==> src/rtl/sweep_acq_controller_if.sv <==
// Bus between the sweep sequencer and its surroundings: sweep settings and
// Microroc packet strobe in, Microroc control and USB FIFO record stream out.
interface sweep_acq_controller_if;
    logic        SweepAcqStartStop;
    logic [9:0]  StartDac;
    logic [9:0]  EndDac;
    logic [9:0]  DacStep;
    logic [15:0] MaxPackageNumber;
    logic [15:0] ParallelData;
    logic        ParallelData_en;

    logic [9:0]  SweepAcq10BitDac;
    logic        SweepAcqMicrorocSCParameterLoad;
    logic        SweepAcqMicrorocAcqStartStop;
    logic        SweepAcqForceMicrorocAcqReset;
    logic [15:0] SweepAcqData;
    logic        SweepAcqData_en;
    logic        SweepTestUsbStartStop;
    logic        SweepAcqDone;

    // Packet payload is never inspected by the sequencer, so only the source sees it.
    modport master (
        input  SweepAcqStartStop, StartDac, EndDac, DacStep, MaxPackageNumber,
               ParallelData_en,
        output SweepAcq10BitDac, SweepAcqMicrorocSCParameterLoad,
               SweepAcqMicrorocAcqStartStop, SweepAcqForceMicrorocAcqReset,
               SweepAcqData, SweepAcqData_en, SweepTestUsbStartStop, SweepAcqDone
    );

    modport slave (
        output SweepAcqStartStop, StartDac, EndDac, DacStep, MaxPackageNumber,
               ParallelData, ParallelData_en,
        input  SweepAcq10BitDac, SweepAcqMicrorocSCParameterLoad,
               SweepAcqMicrorocAcqStartStop, SweepAcqForceMicrorocAcqReset,
               SweepAcqData, SweepAcqData_en, SweepTestUsbStartStop, SweepAcqDone
    );
endinterface

==> src/rtl/sweep_acq_controller.sv <==
// SWEEP_ACQ sequencer: steps the 10-bit DAC, runs one gated acquisition per point
// and emits a header, one (DAC, packet count) record per point, and a tail word.
module sweep_acq_controller #(
    parameter logic [15:0] LOAD_WAIT_CYCLES = 16'd2000,
    parameter logic [7:0]  RESET_CYCLES     = 8'd10,
    parameter logic [15:0] STOP_WAIT_CYCLES = 16'd1000,
    parameter logic [31:0] ACQ_TIMEOUT      = 32'd40_000_000,
    parameter logic [15:0] HEADER_WORD      = 16'h5A5A,
    parameter logic [15:0] TAIL_WORD        = 16'hA5A5
) (
    input logic Clk,
    input logic reset_n,
    sweep_acq_controller_if.master bus
);

    typedef enum logic [3:0] {
        IDLE, HEAD, LOAD, LOAD_WAIT, RST, ACQ, STOP_WAIT,
        OUT_DAC, OUT_CNT, NEXT, TAIL, DONE
    } state_t;

    state_t      state, next_state;
    logic [9:0]  dac, end_dac, step;
    logic [15:0] max_pkt, pkt_cnt, wait_cnt;
    logic [31:0] timeout_cnt;
    logic        timeout_flag;
    logic [10:0] next_dac;
    logic        count_hit, timeout_hit, acq_exit, start;

    assign start       = bus.SweepAcqStartStop;
    assign next_dac    = {1'b0, dac} + {1'b0, step};
    assign count_hit   = (pkt_cnt == max_pkt);
    assign timeout_hit = (ACQ_TIMEOUT != 32'd0) && (timeout_cnt == ACQ_TIMEOUT);
    assign acq_exit    = count_hit || timeout_hit;

    assign bus.SweepAcq10BitDac      = dac;
    assign bus.SweepTestUsbStartStop = (state != IDLE);
    assign bus.SweepAcqDone          = (state == DONE);

    always_ff @(posedge Clk) begin
        if (!reset_n) begin
            state        <= IDLE;
            dac          <= '0;
            end_dac      <= '0;
            step         <= '0;
            max_pkt      <= '0;
            pkt_cnt      <= '0;
            wait_cnt     <= '0;
            timeout_cnt  <= '0;
            timeout_flag <= 1'b0;
        end else begin
            state    <= next_state;
            wait_cnt <= (next_state != state) ? 16'd0 : wait_cnt + 16'd1;
            case (state)
                IDLE: begin
                    if (start) begin
                        dac     <= bus.StartDac;
                        end_dac <= bus.EndDac;
                        step    <= (bus.DacStep == 10'd0) ? 10'd1 : bus.DacStep;
                        max_pkt <= bus.MaxPackageNumber;
                    end
                end
                RST: begin
                    pkt_cnt      <= '0;
                    timeout_cnt  <= '0;
                    timeout_flag <= 1'b0;
                end
                ACQ: begin
                    // A strobe arriving in the exit cycle belongs to no point.
                    if (!acq_exit) begin
                        timeout_cnt <= timeout_cnt + 32'd1;
                        if (bus.ParallelData_en)
                            pkt_cnt <= pkt_cnt + 16'd1;
                    end else begin
                        timeout_flag <= timeout_hit && !count_hit;
                    end
                end
                NEXT: begin
                    if (next_state == LOAD)
                        dac <= next_dac[9:0];
                end
                default: ;
            endcase
        end
    end

    always_comb begin
        next_state                          = state;
        bus.SweepAcqMicrorocSCParameterLoad = 1'b0;
        bus.SweepAcqMicrorocAcqStartStop    = 1'b0;
        bus.SweepAcqForceMicrorocAcqReset   = 1'b0;
        bus.SweepAcqData                    = 16'd0;
        bus.SweepAcqData_en                 = 1'b0;
        case (state)
            IDLE: if (start) next_state = HEAD;
            HEAD: begin
                bus.SweepAcqData    = HEADER_WORD;
                bus.SweepAcqData_en = 1'b1;
                next_state          = (dac > end_dac) ? TAIL : LOAD;
            end
            LOAD: begin
                bus.SweepAcqMicrorocSCParameterLoad = 1'b1;
                next_state                          = LOAD_WAIT;
            end
            LOAD_WAIT: if (wait_cnt == LOAD_WAIT_CYCLES - 16'd1) next_state = RST;
            RST: begin
                bus.SweepAcqForceMicrorocAcqReset = 1'b1;
                if (wait_cnt == {8'd0, RESET_CYCLES} - 16'd1) next_state = ACQ;
            end
            ACQ: begin
                bus.SweepAcqMicrorocAcqStartStop = 1'b1;
                if (acq_exit) next_state = STOP_WAIT;
            end
            STOP_WAIT: if (wait_cnt == STOP_WAIT_CYCLES - 16'd1) next_state = OUT_DAC;
            OUT_DAC: begin
                bus.SweepAcqData    = {timeout_flag, 5'b0, dac};
                bus.SweepAcqData_en = 1'b1;
                next_state          = OUT_CNT;
            end
            OUT_CNT: begin
                bus.SweepAcqData    = pkt_cnt;
                bus.SweepAcqData_en = 1'b1;
                next_state          = NEXT;
            end
            NEXT: begin
                // The 11-bit sum keeps a step past 1023 from wrapping back into range.
                if (next_dac > {1'b0, end_dac} || next_dac[10]) next_state = TAIL;
                else                                            next_state = LOAD;
            end
            TAIL: begin
                bus.SweepAcqData    = TAIL_WORD;
                bus.SweepAcqData_en = 1'b1;
                next_state          = DONE;
            end
            DONE: if (!start) next_state = IDLE;
            default: next_state = IDLE;
        endcase
        if (!start && state != IDLE && state != DONE)
            next_state = IDLE;
    end

endmodule
==> src/flat_wrapper.sv <==
// flat-port wrapper written by rule: the top's interface ports become plain ports
module sweep_acq_controller_flat 
#(
    parameter logic [15:0] LOAD_WAIT_CYCLES = 16'd2000,
    parameter logic [7:0]  RESET_CYCLES     = 8'd10,
    parameter logic [15:0] STOP_WAIT_CYCLES = 16'd1000,
    parameter logic [31:0] ACQ_TIMEOUT      = 32'd40_000_000,
    parameter logic [15:0] HEADER_WORD      = 16'h5A5A,
    parameter logic [15:0] TAIL_WORD        = 16'hA5A5
)
  (Clk, reset_n, bus_SweepAcqStartStop, bus_StartDac, bus_EndDac, bus_DacStep, bus_MaxPackageNumber, bus_ParallelData_en, bus_SweepAcq10BitDac, bus_SweepAcqMicrorocSCParameterLoad, bus_SweepAcqMicrorocAcqStartStop, bus_SweepAcqForceMicrorocAcqReset, bus_SweepAcqData, bus_SweepAcqData_en, bus_SweepTestUsbStartStop, bus_SweepAcqDone);
  sweep_acq_controller_if bus_i ();
  input logic Clk;
  input logic reset_n;
  input wire logic [$bits(bus_i.SweepAcqStartStop)-1:0] bus_SweepAcqStartStop;
  input wire logic [$bits(bus_i.StartDac)-1:0] bus_StartDac;
  input wire logic [$bits(bus_i.EndDac)-1:0] bus_EndDac;
  input wire logic [$bits(bus_i.DacStep)-1:0] bus_DacStep;
  input wire logic [$bits(bus_i.MaxPackageNumber)-1:0] bus_MaxPackageNumber;
  input wire logic [$bits(bus_i.ParallelData_en)-1:0] bus_ParallelData_en;
  output wire logic [$bits(bus_i.SweepAcq10BitDac)-1:0] bus_SweepAcq10BitDac;
  output wire logic [$bits(bus_i.SweepAcqMicrorocSCParameterLoad)-1:0] bus_SweepAcqMicrorocSCParameterLoad;
  output wire logic [$bits(bus_i.SweepAcqMicrorocAcqStartStop)-1:0] bus_SweepAcqMicrorocAcqStartStop;
  output wire logic [$bits(bus_i.SweepAcqForceMicrorocAcqReset)-1:0] bus_SweepAcqForceMicrorocAcqReset;
  output wire logic [$bits(bus_i.SweepAcqData)-1:0] bus_SweepAcqData;
  output wire logic [$bits(bus_i.SweepAcqData_en)-1:0] bus_SweepAcqData_en;
  output wire logic [$bits(bus_i.SweepTestUsbStartStop)-1:0] bus_SweepTestUsbStartStop;
  output wire logic [$bits(bus_i.SweepAcqDone)-1:0] bus_SweepAcqDone;
  assign bus_i.SweepAcqStartStop = bus_SweepAcqStartStop;
  assign bus_i.StartDac = bus_StartDac;
  assign bus_i.EndDac = bus_EndDac;
  assign bus_i.DacStep = bus_DacStep;
  assign bus_i.MaxPackageNumber = bus_MaxPackageNumber;
  assign bus_i.ParallelData_en = bus_ParallelData_en;
  assign bus_SweepAcq10BitDac = bus_i.SweepAcq10BitDac;
  assign bus_SweepAcqMicrorocSCParameterLoad = bus_i.SweepAcqMicrorocSCParameterLoad;
  assign bus_SweepAcqMicrorocAcqStartStop = bus_i.SweepAcqMicrorocAcqStartStop;
  assign bus_SweepAcqForceMicrorocAcqReset = bus_i.SweepAcqForceMicrorocAcqReset;
  assign bus_SweepAcqData = bus_i.SweepAcqData;
  assign bus_SweepAcqData_en = bus_i.SweepAcqData_en;
  assign bus_SweepTestUsbStartStop = bus_i.SweepTestUsbStartStop;
  assign bus_SweepAcqDone = bus_i.SweepAcqDone;
  sweep_acq_controller #(.LOAD_WAIT_CYCLES(LOAD_WAIT_CYCLES), .RESET_CYCLES(RESET_CYCLES), .STOP_WAIT_CYCLES(STOP_WAIT_CYCLES), .ACQ_TIMEOUT(ACQ_TIMEOUT), .HEADER_WORD(HEADER_WORD), .TAIL_WORD(TAIL_WORD)) u_core (.Clk(Clk), .reset_n(reset_n), .bus(bus_i));
endmodule
==> config.mk <==
export PLATFORM = sky130hd
export DESIGN_NAME = sweep_acq_controller_flat
export DESIGN_NICKNAME = d
export VERILOG_FILES = /design/src/rtl/sweep_acq_controller_if.sv /design/src/rtl/sweep_acq_controller.sv /design/src/flat_wrapper.sv
export SDC_FILE = /design/constraint.sdc
export NUM_CORES = 1
export LEC_CHECK = 0
export CORE_MARGIN = 1
export CORE_UTILIZATION = 61
export DETAILED_ROUTE_END_ITERATION = 10
export PLACE_DENSITY = 0.92
export SLEW_MARGIN = 20
export SYNTH_ARGS = -nofsm -noshare
export SYNTH_HDL_FRONTEND = slang
export SYNTH_SLANG_ARGS = --single-unit
export TNS_END_PERCENT = 1
==> constraint.sdc <==
create_clock -name Clk -period 7 [get_ports Clk]
set_input_delay 1.4 -clock Clk [delete_from_list [all_inputs] [get_ports Clk]]
set_output_delay 1.4 -clock Clk [all_outputs]
set_load 0.005 [all_outputs]
**Word level (Yosys, flattened, before mapping)**

Cells that the tools add are included.

- $add $sub $neg: 4
- Magnitude comparators: 2
- Equality and inequality tests: 24
- Multiplexer cells: 26
- Bitwise gates (word level): 1
- Reductions and logical operators: 19

Operators with widths:

| operator | count |
|---|---|
| $pmux 16 s4 | 1 |
| $pmux 32 s2 | 1 |
| $pmux 4 s12 | 1 |
| $mux 4 | 9 |
| $add 16x1->16 const B | 2 |
| $add 32x1->32 const B | 1 |
| $eq 32x26->1 const B | 1 |
| $mux 16 | 2 |
| $mux 32 | 1 |
| $pmux 16 s2 | 1 |
| $mux 10 | 3 |
| $pmux 10 s2 | 1 |
| $eq 16x10->1 const B | 1 |
| $eq 16x11->1 const B | 1 |
| $eq 16x16->1 | 1 |
| $eq 16x4->1 const B | 1 |
| $eq 4x3->1 const B | 4 |
| $eq 4x4->1 const B | 4 |
| $eq 4x2->1 const B | 3 |
| $add 10x10->11 | 1 |
| $gt 11x10->1 | 1 |
| $gt 10x10->1 | 1 |
| $logic_not 10->1 | 1 |
| $ne 2x2->1 const B | 3 |
| other kinds (17) | 30 |

- Bits in registers: 115
- Input bits: 50
- Output and inout port bits: 32
- Word-level logic and storage cells: 85

**Longest topological paths before layout**

Gate-level depths: netlist of the first run.

- Depth in word-level cells: 9
- Mapped depth: 16
- Mapped depth without buffers: 14

**Least setup slack after synthesis of the first run**

No wires, ideal clock.

- Path type: register to register
- Start: register u_core.dac[1], in the netlist u_core.bus.SweepAcq10BitDac[1]
- End: register u_core.wait_cnt[10]
- Setup time: 0.142 ns
- Arrival: 3.553 ns
- Data required time: 6.858 ns
- Setup slack: 3.305 ns
- Cell stages (with the launch flop): 16
- Buffers on the path: 1
- Period minus slack after synthesis: 3.695 ns
- Cell sequence: dfxtp_1 > ha_1 > a21oi_1 > o211ai_1 > o41ai_1 > o21ai_0 > xor2_1 > ha_1 > nand3_1 > or3_1 > o21a_1 > o41ai_1 > nand3_1 > a31oi_1 > buf_2 > nor4_2

- Cells in the longest elaborated chain, start to end: 8
- Elaborated cells between the ends (all ways): 10
- Classes of those cells: add/sub (1); order compare (2); eq/ne (1); mux (4); reduce/logical (2)

RTL lines:

| element | line | RTL |
|---|---|---|
| start, declared | sweep_acq_controller.sv:22 | `logic [9:0] dac, end_dac, step;` |
| start signal, assigned | sweep_acq_controller.sv:56 | `dac <= bus.StartDac;` |
| start signal, assigned | sweep_acq_controller.sv:79 | `dac <= next_dac[9:0];` |
| $add 10x10->11 | sweep_acq_controller.sv:30 | `assign next_dac = {1'b0, dac} + {1'b0, step};` |
| $gt 11x10->1 | sweep_acq_controller.sv:126 | `if (next_dac > {1'b0, end_dac} \|\| next_dac[10]) next_state = TAIL;` |
| $logic_or 1x1->1 | sweep_acq_controller.sv:126 |  |
| $mux 4 | sweep_acq_controller.sv:126 |  |
| $pmux 4 s12 (*) | sweep_acq_controller.sv:93 | `case (state)` |
| $mux 4 (*) | sweep_acq_controller.sv:137 | `if (!start && state != IDLE && state != DONE)` |
| $ne 4x4->1 (*) | sweep_acq_controller.sv:52 | `wait_cnt <= (next_state != state) ? 16'd0 : wait_cnt + 16'd1;` |
| $reduce_or 2->1 (no line) (*) | -- |  |
| end signal, assigned | sweep_acq_controller.sv:52 |  |
| end, declared | sweep_acq_controller.sv:23 | `logic [15:0] max_pkt, pkt_cnt, wait_cnt;` |

Mark *: on every way between the ends. The rest lies on a longest branch, timed or not.
A chain may end at the register's enable or synchronous reset.

**Worst setup path after layout of the first run**

- Start: register u_core.dac[1], in the netlist u_core.bus.SweepAcq10BitDac[1]
- End: register u_core.wait_cnt[3]

The elaborated chain is that of the path after synthesis.

==> results of run 1 <==
placed cells by master, fill, tap and decap left out, types with 5 or more instances in the layout:
cell / count
sky130_fd_sc_hd__ha_1: 35
sky130_fd_sc_hd__xor2_1: 50
sky130_fd_sc_hd__nor2_1: 58
sky130_fd_sc_hd__nor4_2: 9
sky130_fd_sc_hd__and2_1: 8
sky130_fd_sc_hd__a21boi_0: 36
sky130_fd_sc_hd__o21a_1: 5
sky130_fd_sc_hd__buf_4: 5
sky130_fd_sc_hd__o211a_1: 6
sky130_fd_sc_hd__nand3_1: 30
sky130_fd_sc_hd__nand2_1: 118
sky130_fd_sc_hd__inv_1: 28
sky130_fd_sc_hd__and3_1: 25
sky130_fd_sc_hd__a22o_1: 6
sky130_fd_sc_hd__o211ai_1: 5
sky130_fd_sc_hd__nor2b_1: 7
sky130_fd_sc_hd__nor3_1: 15
sky130_fd_sc_hd__nand4_1: 27
sky130_fd_sc_hd__a31oi_1: 6
sky130_fd_sc_hd__clkbuf_16: 16
sky130_fd_sc_hd__a21o_1: 8
sky130_fd_sc_hd__nor4_1: 18
sky130_fd_sc_hd__o21ai_0: 27
sky130_fd_sc_hd__mux2i_1: 14
sky130_fd_sc_hd__xnor2_1: 19
sky130_fd_sc_hd__dfxtp_1: 115
sky130_fd_sc_hd__nand2b_1: 8
sky130_fd_sc_hd__a21oi_1: 33
sky130_fd_sc_hd__clkdlybuf4s50_1: 81
sky130_fd_sc_hd__o31ai_1: 7
sky130_fd_sc_hd__or3_1: 7
flip-flops by register name, summed over array words and instances, names as in the netlist:
signal and count:
u_core.max_pkt 16, u_core.pkt_cnt 16, u_core.step 10, u_core.state 4, u_core.wait_cnt 16, u_core.end_dac 10, u_core.bus.SweepAcq10BitDac 10, u_core.timeout_cnt 32
u_core.timeout_flag 1
worst max-delay path: stages, from the launching register on:
cell and delay, ns:
sky130_fd_sc_hd__dfxtp_1 0.46, sky130_fd_sc_hd__ha_1 0.28, sky130_fd_sc_hd__a21oi_1 0.21, sky130_fd_sc_hd__o211ai_1 0.15, sky130_fd_sc_hd__o41ai_1 0.47, sky130_fd_sc_hd__o21ai_0 0.25
sky130_fd_sc_hd__xor2_1 0.20, sky130_fd_sc_hd__ha_1 0.34, sky130_fd_sc_hd__nand3_1 0.10, sky130_fd_sc_hd__or3_1 0.37, sky130_fd_sc_hd__o21a_1 0.11, sky130_fd_sc_hd__o41ai_1 0.09
sky130_fd_sc_hd__nand3_1 0.19, sky130_fd_sc_hd__a31oi_2 0.96, sky130_fd_sc_hd__nor4_1 0.16
layer usage:
layer,vias to the layer above,track usage
li1,3051,-
met1,3049,0.4106
met2,252,0.5336
met3,55,0.07781
met4,0,0.1497
met5,-,0
where the power goes:
group	internal, mW	leakage, nW	total [mW]	switching (mW)
Clock	0.516	0.268	0.833	0.317
Combinational	0.145	2.02	0.321	0.176
Sequential	0.680	0.934	0.710	0.0300
area by class of cell:
type	count	area (sq um)	share of cell area
clock buffers	20	435.4	0.05328
clock inverters	12	131.4	0.01608
inverters	28	105.1	0.01286
multi-input cells	637	4174	0.5108
flip-flops and latches	115	2302	0.2817
well taps	140	175.2	0.02144
repair buffers	86	848.3	0.1038
how the worst min path moves through the flow:
stage	to	cells after the start	slack [ns]	from
floorplan	u_core.end_dac[2]	2	0.44	u_core.end_dac[2]
global placement	u_core.end_dac[3]	2	0.45	u_core.end_dac[3]
detailed placement	u_core.end_dac[6]	2	0.46	u_core.end_dac[6]
CTS	u_core.end_dac[6]	2	0.47	u_core.end_dac[6]
global route	u_core.max_pkt[10]	2	0.50	u_core.max_pkt[10]
finish	u_core.end_dac[6]	2	0.46	u_core.end_dac[6]
per-stage QoR:
stage               cell area (sq um)  utilization  power [mW]  worst slack, ns
floorplan                        6738            -      0.9155            3.305
global placement                 7592       0.7035       1.022            2.776
detailed placement               7595       0.7037       1.031            2.638
CTS                              8162       0.7562       1.858            2.566
global route                     8172       0.7571       1.934            2.168
finish                           8172       0.7571       1.865            2.481
cells by family (layout without fill, tap and decap cells):
logic type	count (synthesis)	after routing	synth area share
AO/OA/AOI/OAI	159	159	0.1580
XOR/XNOR	69	69	0.08969
adder cells (fa/ha/maj)	36	36	0.06797
buffers and inverters	72	146	0.04160
flip-flops	115	115	0.3417
multiplexers	15	15	0.02303
AND/OR/NAND/NOR	358	358	0.2780
==> metrics.txt, run 1 <==
# TYPE chip_impl_metric gauge
chip_impl_info{name="status",value="completed"} 1
chip_impl_metric{name="final_period_minus_worst_setup_slack",unit="ns"} 4.519
chip_impl_metric{name="max_slew.worst_pin.slew",unit="ns"} 1.149
chip_impl_info{name="cts.root.buffer_cell",value="sky130_fd_sc_hd__clkbuf_8"} 1
chip_impl_metric{name="finalClockSkew",unit="ns"} 0.008937
chip_impl_metric{name="first_global_vias",unit=""} 6043
chip_impl_metric{name="final_ant_viol_nets",unit=""} 0
chip_impl_metric{name="power.density_cell_area",unit="nW/um^2"} 228.2
chip_impl_metric{name="routed-wl-met3",unit="um"} 1133
chip_impl_metric{name="clock_sink_count",unit=""} 115
chip_impl_metric{name="syn_avg_cell_area",unit="sq um"} 8.177
chip_impl_metric{name="max-clock-path-buffers",unit=""} 2
chip_impl_info{name="synth_top_area_cell",value="sky130_fd_sc_hd__dfxtp_1"} 1
chip_impl_metric{name="drc",unit=""} 0
chip_impl_info{name="critical_path_class",value="flip-flop to flip-flop"} 1
chip_impl_metric{name="layout-drive-gt1-share",unit=""} 0.06459
chip_impl_metric{name="globalplace.congestion",unit=""} 0.9684
chip_impl_info{name="timing.critical_path.to",value="u_core.wait_cnt[3]"} 1
chip_impl_info{name="timing.hold.worst.class",value="flip-flop to flip-flop"} 1
chip_impl_metric{name="worst-r2r-setup-slack",unit="ns"} 2.48
chip_impl_metric{name="synth_fp_nets",unit=""} 910
chip_impl_metric{name="whs",unit="ns"} 0.4603
chip_impl_metric{name="syn_inst",unit=""} 824
chip_impl_metric{name="fp.dieArea",unit="sq um"} 11470
chip_impl_metric{name="routedLengthMet1",unit="um"} 7792
chip_impl_metric{name="grt_first_pass_wirelength",unit="um"} 29360
chip_impl_metric{name="syn_to_final_growth",unit="%"} 21.28
chip_impl_metric{name="chipWidth",unit="um"} 107.1
chip_impl_metric{name="drv_cap",unit=""} 0
chip_impl_metric{name="core-area",unit="sq um"} 10790
chip_impl_metric{name="routed_wire_length_per_instance",unit="um"} 17.45
chip_impl_metric{name="final_min_period_over_clock_period",unit=""} 0.6456
chip_impl_metric{name="hold_fails_final_rpt",unit=""} 0
chip_impl_metric{name="initial_core_util",unit=""} 0.6243
chip_impl_metric{name="io-pin-count",unit=""} 82
chip_impl_metric{name="dpl.hpwl",unit="um"} 12270
chip_impl_metric{name="antenna_found_initial",unit=""} 0
chip_impl_metric{name="ys_seq_area_frac",unit=""} 0.3417
chip_impl_metric{name="worst_setup_hold_path_clk_slew",unit="ns"} 0.06
chip_impl_metric{name="critPathRequiredTime",unit="ns"} 7.36
chip_impl_info{name="tritoncts_clock_tree",value="done"} 1
chip_impl_metric{name="synth_edf_count",unit=""} 0
chip_impl_info{name="netlist_top_cells_count",value="118 x sky130_fd_sc_hd__nand2_1, 115 x sky130_fd_sc_hd__dfxtp_1, 59 x sky130_fd_sc_hd__nor2_1"} 1
chip_impl_metric{name="numPortBuffers",unit=""} 81
chip_impl_info{name="r2r-start",value="u_core.bus.SweepAcq10BitDac[1]"} 1
chip_impl_metric{name="cts_post_setup_buffers_inserted",unit=""} 0
chip_impl_info{name="post-synth-top-count-cell",value="sky130_fd_sc_hd__nand2_1"} 1
chip_impl_metric{name="power.leakage",unit="nW"} 3.226
chip_impl_metric{name="post_synth_instance_area",unit="sq um"} 6738
chip_impl_metric{name="cell_count_final_fillers_out",unit=""} 1038
chip_impl_metric{name="netlist.area_leader.share",unit=""} 0.3417
chip_impl_metric{name="vias",unit=""} 6407
chip_impl_info{name="highest_routed_layer",value="met4"} 1
chip_impl_info{name="rsz0062_at_grt",value="false"} 1
chip_impl_metric{name="row_count",unit=""} 38
chip_impl_metric{name="fin_setup_tns",unit="ns"} 0
chip_impl_metric{name="grt_overflow",unit=""} 0
chip_impl_metric{name="cts-hold-fix-buffers",unit=""} 0
chip_impl_metric{name="grt.total_usage",unit=""} 0.3282
chip_impl_info{name="synth.top_cells.by_area",value="sky130_fd_sc_hd__dfxtp_1 34%, sky130_fd_sc_hd__nand2_1 6.6%, sky130_fd_sc_hd__ha_1 6.5%"} 1
chip_impl_info{name="r2r-end",value="u_core.wait_cnt[3]"} 1
chip_impl_metric{name="dpl.cell_count",unit=""} 1006
chip_impl_metric{name="asyncSetResetFlopFracSynth",unit=""} 0
chip_impl_metric{name="drt_wl_total",unit="um"} 18110
chip_impl_metric{name="clock_insertion_delay_worst_skew",unit="ns"} 0.53
chip_impl_info{name="postSynth.topFlopCell",value="sky130_fd_sc_hd__dfxtp_1"} 1
chip_impl_metric{name="max-vdd-ir-drop",unit="mV"} 0.1934
chip_impl_metric{name="setup_viol",unit=""} 0
chip_impl_metric{name="final-max-slew-violation-count",unit=""} 0
chip_impl_metric{name="ant_diodes",unit=""} 0
chip_impl_metric{name="yosysWarnings",unit=""} 0
chip_impl_metric{name="timing.fmax",unit="MHz"} 221.3
chip_impl_info{name="worst_setup_path_start_kind",value="flip-flop"} 1
chip_impl_metric{name="cts_buffers",unit=""} 17
chip_impl_metric{name="finalNetCount",unit=""} 971
chip_impl_metric{name="maximum_number_of_pins_on_one_net_before_global_route_repair",unit=""} 58
chip_impl_metric{name="initialDrtViolationCount",unit=""} 710
chip_impl_metric{name="crit_arrival",unit="ns"} 4.88
chip_impl_metric{name="cts_repair_resize_count",unit=""} 0
chip_impl_metric{name="htree_num_levels",unit=""} 4
chip_impl_metric{name="worst_reg2reg_path_length_in_cells",unit=""} 14
chip_impl_metric{name="met2WireLength",unit="um"} 8636
chip_impl_metric{name="ys_ff_latch",unit=""} 115
chip_impl_metric{name="cp_max_fo",unit=""} 16
chip_impl_metric{name="fill_cells",unit=""} 714
chip_impl_metric{name="die_height",unit="um"} 107.1
chip_impl_info{name="critical_path.endpoint_type",value="flip-flop"} 1
chip_impl_metric{name="post_drt_via_cell_ratio",unit=""} 6.172
chip_impl_metric{name="drt_pre_antenna_iters",unit=""} 7
chip_impl_metric{name="slew_headroom",unit=""} 0.2318
chip_impl_info{name="startpoint",value="u_core.bus.SweepAcq10BitDac[1]"} 1
chip_impl_metric{name="synth.distinct_cells",unit=""} 62
No activity file was read; power rests on OpenSTA's default activity.
==> inputs of run 2 (changes only) <==
Settings changed: CORE_UTILIZATION 61 to 51, PLACE_DENSITY 0.92 to 0.83.
Clock period 7 ns to 3.92 ns, I/O delays scaled along.
==> metrics.txt, run 2 (synthesized netlist as in run 1, its figures left out) <==
# TYPE chip_impl_metric gauge
chip_impl_metric{name="ant_diodes",unit=""} 0
chip_impl_metric{name="post_drt_via_cell_ratio",unit=""} 5.797
chip_impl_metric{name="fin_setup_tns",unit="ns"} 0
chip_impl_metric{name="grt_overflow",unit=""} 0
chip_impl_metric{name="drc",unit=""} 0
chip_impl_metric{name="worst-r2r-setup-slack",unit="ns"} 0.23
chip_impl_metric{name="met2WireLength",unit="um"} 8628
chip_impl_metric{name="drv_cap",unit=""} 0
chip_impl_metric{name="clock_insertion_delay_worst_skew",unit="ns"} 0.42
chip_impl_info{name="timing.hold.worst.class",value="flip-flop to flip-flop"} 1
chip_impl_info{name="mostFrequentLayoutCell",value="sky130_fd_sc_hd__nand2_1"} 1
chip_impl_info{name="cts.root.buffer_cell",value="sky130_fd_sc_hd__clkbuf_16"} 1
chip_impl_metric{name="max-clock-path-buffers",unit=""} 2
chip_impl_metric{name="critPathRequiredTime",unit="ns"} 4.19
chip_impl_info{name="most-common-layout-cells",value="118 x sky130_fd_sc_hd__nand2_1, 115 x sky130_fd_sc_hd__dfxtp_1, 81 x sky130_fd_sc_hd__clkdlybuf4s50_1, 59 x sky130_fd_sc_hd__nor2_1, 50 x sky130_fd_sc_hd__xor2_1"} 1
chip_impl_metric{name="initialDrtViolationCount",unit=""} 538
chip_impl_info{name="startpoint",value="u_core.bus.SweepAcq10BitDac[0]"} 1
chip_impl_info{name="critical_path_class",value="flip-flop to flip-flop"} 1
chip_impl_metric{name="max_slew.worst_pin.slew",unit="ns"} 0.8510
chip_impl_metric{name="routed_wire_length_per_instance",unit="um"} 16.68
chip_impl_metric{name="power.density_cell_area",unit="nW/um^2"} 421.8
chip_impl_metric{name="final_ant_viol_nets",unit=""} 0
chip_impl_metric{name="vias",unit=""} 6243
chip_impl_metric{name="power.leakage",unit="nW"} 3.310
chip_impl_metric{name="drt_pre_antenna_iters",unit=""} 5
chip_impl_metric{name="core-area",unit="sq um"} 12770
chip_impl_info{name="r2r-end",value="u_core.wait_cnt[3]"} 1
chip_impl_metric{name="grt_first_pass_wirelength",unit="um"} 29030
chip_impl_metric{name="slew_headroom",unit=""} 0.4325
chip_impl_info{name="max_flop_register",value="u_core.timeout_cnt"} 1
chip_impl_metric{name="dpl.hpwl",unit="um"} 12790
chip_impl_metric{name="whs",unit="ns"} 0.4646
chip_impl_info{name="status",value="completed"} 1
chip_impl_metric{name="layout-drive-gt1-share",unit=""} 0.06961
chip_impl_info{name="highest_routed_layer",value="met4"} 1
chip_impl_metric{name="fp.dieArea",unit="sq um"} 13680
chip_impl_metric{name="cts-hold-fix-buffers",unit=""} 0
chip_impl_metric{name="clock_sink_count",unit=""} 115
chip_impl_info{name="r2r-start",value="u_core.bus.SweepAcq10BitDac[0]"} 1
chip_impl_metric{name="finalNetCount",unit=""} 978
chip_impl_metric{name="final-max-slew-violation-count",unit=""} 0
chip_impl_metric{name="antenna_found_initial",unit=""} 0
chip_impl_metric{name="die_height",unit="um"} 116.9
chip_impl_metric{name="cp_max_fo",unit=""} 16
chip_impl_metric{name="worst_setup_hold_path_clk_slew",unit="ns"} 0.06
chip_impl_metric{name="chipWidth",unit="um"} 116.9
chip_impl_metric{name="finalClockSkew",unit="ns"} 0.008356
chip_impl_metric{name="timing.fmax",unit="MHz"} 270.9
chip_impl_info{name="rsz0062_at_grt",value="false"} 1
chip_impl_metric{name="max_ffs_per_register",unit=""} 32
chip_impl_metric{name="worst_reg2reg_path_length_in_cells",unit=""} 15
chip_impl_metric{name="syn_to_final_growth",unit="%"} 23.92
chip_impl_metric{name="cts_buffers",unit=""} 17
chip_impl_metric{name="final_period_minus_worst_setup_slack",unit="ns"} 3.691
chip_impl_metric{name="fill_cells",unit=""} 1037
chip_impl_info{name="tritoncts_clock_tree",value="done"} 1
chip_impl_info{name="slowest_stage_cell_crit_path",value="sky130_fd_sc_hd__fa_1"} 1
chip_impl_metric{name="drt_wl_total",unit="um"} 17970
chip_impl_metric{name="max-vdd-ir-drop",unit="mV"} 0.3277
chip_impl_info{name="worst_path_cell_trace",value="ha_1 > fa_1 > a211oi_2 > o21ai_0 > a31oi_1 > xnor2_1 > ha_1 > nand3_1 > or3_1 > o21a_1 > o41ai_1 > nand3_1 > a31oi_2 > buf_6 > nor4_1"} 1
chip_impl_metric{name="cpPeakStageDelay",unit="ns"} 0.44
chip_impl_metric{name="routed-wl-met3",unit="um"} 1095
chip_impl_metric{name="pre_cts_slack",unit="ns"} 0.1702
chip_impl_metric{name="hold_fails_final_rpt",unit=""} 0
chip_impl_metric{name="setup_viol",unit=""} 0
chip_impl_metric{name="htree_num_levels",unit=""} 4
chip_impl_metric{name="first_global_vias",unit=""} 5956
chip_impl_info{name="critical_path.endpoint_type",value="flip-flop"} 1
chip_impl_metric{name="io-pin-count",unit=""} 82
chip_impl_info{name="timing.critical_path.to",value="u_core.wait_cnt[3]"} 1
chip_impl_metric{name="crit_arrival",unit="ns"} 3.96
chip_impl_metric{name="grt.total_usage",unit=""} 0.2765
chip_impl_metric{name="globalplace.congestion",unit=""} 0.9217
chip_impl_metric{name="routedLengthMet1",unit="um"} 7794
chip_impl_metric{name="final.setup.worst_slack",unit="ns"} 0.2289
chip_impl_metric{name="numPortBuffers",unit=""} 81
chip_impl_metric{name="initial_core_util",unit=""} 0.5275
chip_impl_info{name="worst_setup_path_start_kind",value="flip-flop"} 1
chip_impl_metric{name="final_min_period_over_clock_period",unit=""} 0.9416
chip_impl_metric{name="row_count",unit=""} 41
chip_impl_metric{name="maximum_number_of_pins_on_one_net_before_global_route_repair",unit=""} 57
## run 2: changes by cell type in the layout (fill, tap and decap cells not counted), moves of 2 or more
cell / before / now
sky130_fd_sc_hd__clkbuf_8: 2 / 4
sky130_fd_sc_hd__inv_6: 2 / 0
sky130_fd_sc_hd__bufinv_16: 2 / 4
sky130_fd_sc_hd__clkinv_2: 3 / 1
sky130_fd_sc_hd__buf_4: 5 / 11
## run 2: repair_timing
item / 4_1_cts / 5_1_grt
setup endpoints to repair: 0 / 26
resized for setup: 0 / 4
buffers inserted: 0 / 0
## run 2: power breakdown
part,internal [mW],leakage [nW],switching (mW)
Sequential,1.22,0.934,0.0514
Combinational,0.264,2.07,0.313
Clock,1.13,0.303,0.549
## run 2: cell type report
type | count | area [sq um] | share of cell area
inverters | 28 | 105.1 | 0.01259
well taps | 172 | 215.2 | 0.02578
clock inverters | 8 | 147.6 | 0.01768
repair buffers | 93 | 904.6 | 0.1083
clock buffers | 24 | 491.7 | 0.05889
flip-flops and latches | 115 | 2302 | 0.2757
multi-input cells | 637 | 4183 | 0.5010
## run 2: layer usage
metal / track usage / vias to the layer above
met3: 0.07775 / 41
met1: 0.3443 / 2960
met2: 0.4521 / 170
met4: 0.1105 / 0
li1: - / 3072
met5: 0 / -
## run 2: worst min path at each step
stage	from	endpoint	slack, ns	cells past startpoint
after CTS	u_core.end_dac[5]	u_core.end_dac[5]	0.47	2
after global routing	u_core.step[9]	u_core.step[9]	0.49	2
after global placement	u_core.end_dac[3]	u_core.end_dac[3]	0.45	2
after detailed placement	u_core.end_dac[5]	u_core.end_dac[5]	0.46	2
final	u_core.end_dac[1]	u_core.end_dac[1]	0.46	2
after floorplan	u_core.end_dac[2]	u_core.end_dac[2]	0.44	2
## run 2: critical path: cells and delay by family (launching register included)
kind	cells	cell delay, ns
buf+inv	1	0.23
simple gates	4	0.77
fa+ha+maj	3	1.01
compound gates	6	1.05
xor+xnor	1	0.11
flops	1	0.36
## run 2: metrics by stage
step,power (mW),cells,util,instance area [sq um]
5_1_grt,3.654,1077,0.6536,8349
6_report,3.522,1077,0.6536,8349
3_3_place_gp,1.835,1045,0.6016,7685
4_1_cts,3.521,1077,0.6517,8324
2_1_floorplan,1.635,824,-,6738
3_5_place_dp,1.850,1045,0.6016,7685
==> RTL edit: new RTL, flow settings as in run 1 <==
Reset style: asynchronous (`reset_n`), changed in one clocked block.
--- a/src/rtl/sweep_acq_controller.sv
+++ b/src/rtl/sweep_acq_controller.sv
@@ -37,5 +37,5 @@
     assign bus.SweepAcqDone          = (state == DONE);
 
-    always_ff @(posedge Clk) begin
+    always_ff @(posedge Clk or negedge reset_n) begin
         if (!reset_n) begin
             state        <= IDLE;
Check against the original RTL: differs if reset_n is asserted again (counterexample within 4 cycles, from zero or initial values and one cycle with reset_n low); with reset_n held inactive, the same outputs for 10 cycles.
==> RTL edit against run 1 <==
Clock skew about the same; synthesized area is 5.6% higher; sequential cell count unchanged; final area up 5.3%; first-iteration DRC count fell by 27%; worst setup slack better by 0.14 ns; wire length grew 5.7%.
Power is not compared: it rests on default switching activity, and its combinational part moved more than twofold at a synthesized area within 25%.
==> RTL edit: results (changes against run 1) <==
| Metric | Value |
|---|---|
| Synth top area cells | `sky130_fd_sc_hd__dfrtp_1, sky130_fd_sc_hd__mux2_2, sky130_fd_sc_hd__ha_1` |
| Cell at the slowest stage of the critical path | `sky130_fd_sc_hd__dfrtp_1` |
| Synthesized instance count | `747 (-9.3%)` |
| Fraction of layout cells with a size suffix above 1 | `0.127 (+0.0627)` |
| Reg2reg setup slack | `2.82 ns (+0.34 ns)` |
| Post-layout net count | `906 (-6.7%)` |
| Placed cell count | `944 (-6.2%)` |
| Worst hold margin | `0.505 ns (+0.0445 ns)` |
| Proportion of final cell area spent on non-clock buffers | `0.0957 (-0.00812)` |
| Pre-CTS setup slack | `2.91 ns (+0.272 ns)` |
| Kind of cell with the highest combined delay on the critical path | `buffers and inverters` |
| Inverters excl. clock | `29 (+3.6%)` |
| Met1 Routed Length | `7.16 mm (-8.1%)` |
| Via Count | `6311 (-1.5%)` |
| Buffer count excluding the clock tree in the final layout | `83 (-3.5%)` |
| Crit path arrival time | `2.98 ns (-1.90 ns)` |
| Outcome | `completed` |
| Detailed route wirelength on metal2 | `9.58 mm (+11%)` |
| Multiplexer area fraction after synthesis | `0.0797 (+0.0566)` |
| Reg-to-Reg Start | `u_core.bus.SweepAcq10BitDac[2]` |
| Multi-input logic cell count | `574 (-9.9%)` |
| Global-route wire length before repair | `30.8 mm (+5.0%)` |
| Violation count after the first detailed-routing iteration | `520 (-27%)` |
| Ys async rst share | `1.00 (+1.00)` |
| Fraction of area in multi-input gates | `0.465 (-0.0460)` |
| Clock tree buffer count of the final layout | `24 (+20%)` |
| Layout Skew | `0.00925 ns (+0.000311 ns)` |
| Met2 track demand over resource | `0.565 (+0.0315)` |
| Per-cell routed wire length | `19.6 um (+12%)` |
| Total met3 wirelength after detailed routing | `1.46 mm (+29%)` |
| Number of global-route vias before repair | `6438 (+6.5%)` |
| Half-perimeter wire length after detailed placement | `12.8 mm (+4.3%)` |
| Root Buffer Master | `sky130_fd_sc_hd__clkbuf_16` |
| Overall Global Routing Usage | `0.340 (+0.0119)` |
| Complex-gate fraction of the synthesized area | `0.116 (-0.0421)` |
| Most numerous cell types in the synthesized netlist | `sky130_fd_sc_hd__dfrtp_1, sky130_fd_sc_hd__nand2_1, sky130_fd_sc_hd__nor2_1` |
[RTL edit: cell types whose count changed after synthesis, sizes merged, moves of 22 or more]
cell / before / now
dfxtp: 115 / 0
clkbuf: 40 / 18
mux2: 1 / 45
a21boi: 36 / 1
nand2: 118 / 68
dfrtp: 0 / 115
[RTL edit: how the worst max path moves through the flow]
stage,startpoint,endpoint,slack (ns)
3_5_place_dp,bus_SweepAcqStartStop,u_core.wait_cnt[6],2.91
2_1_floorplan,u_core.bus.SweepAcq10BitDac[0],u_core.bus.SweepAcq10BitDac[3],3.56
6_report,u_core.state[1],bus_SweepAcqForceMicrorocAcqReset,2.62
5_1_grt,u_core.bus.SweepAcq10BitDac[0],u_core.bus.SweepAcq10BitDac[6],2.50
4_1_cts,u_core.state[1],bus_SweepAcqForceMicrorocAcqReset,2.70
3_3_place_gp,bus_SweepAcqStartStop,u_core.wait_cnt[4],3.06
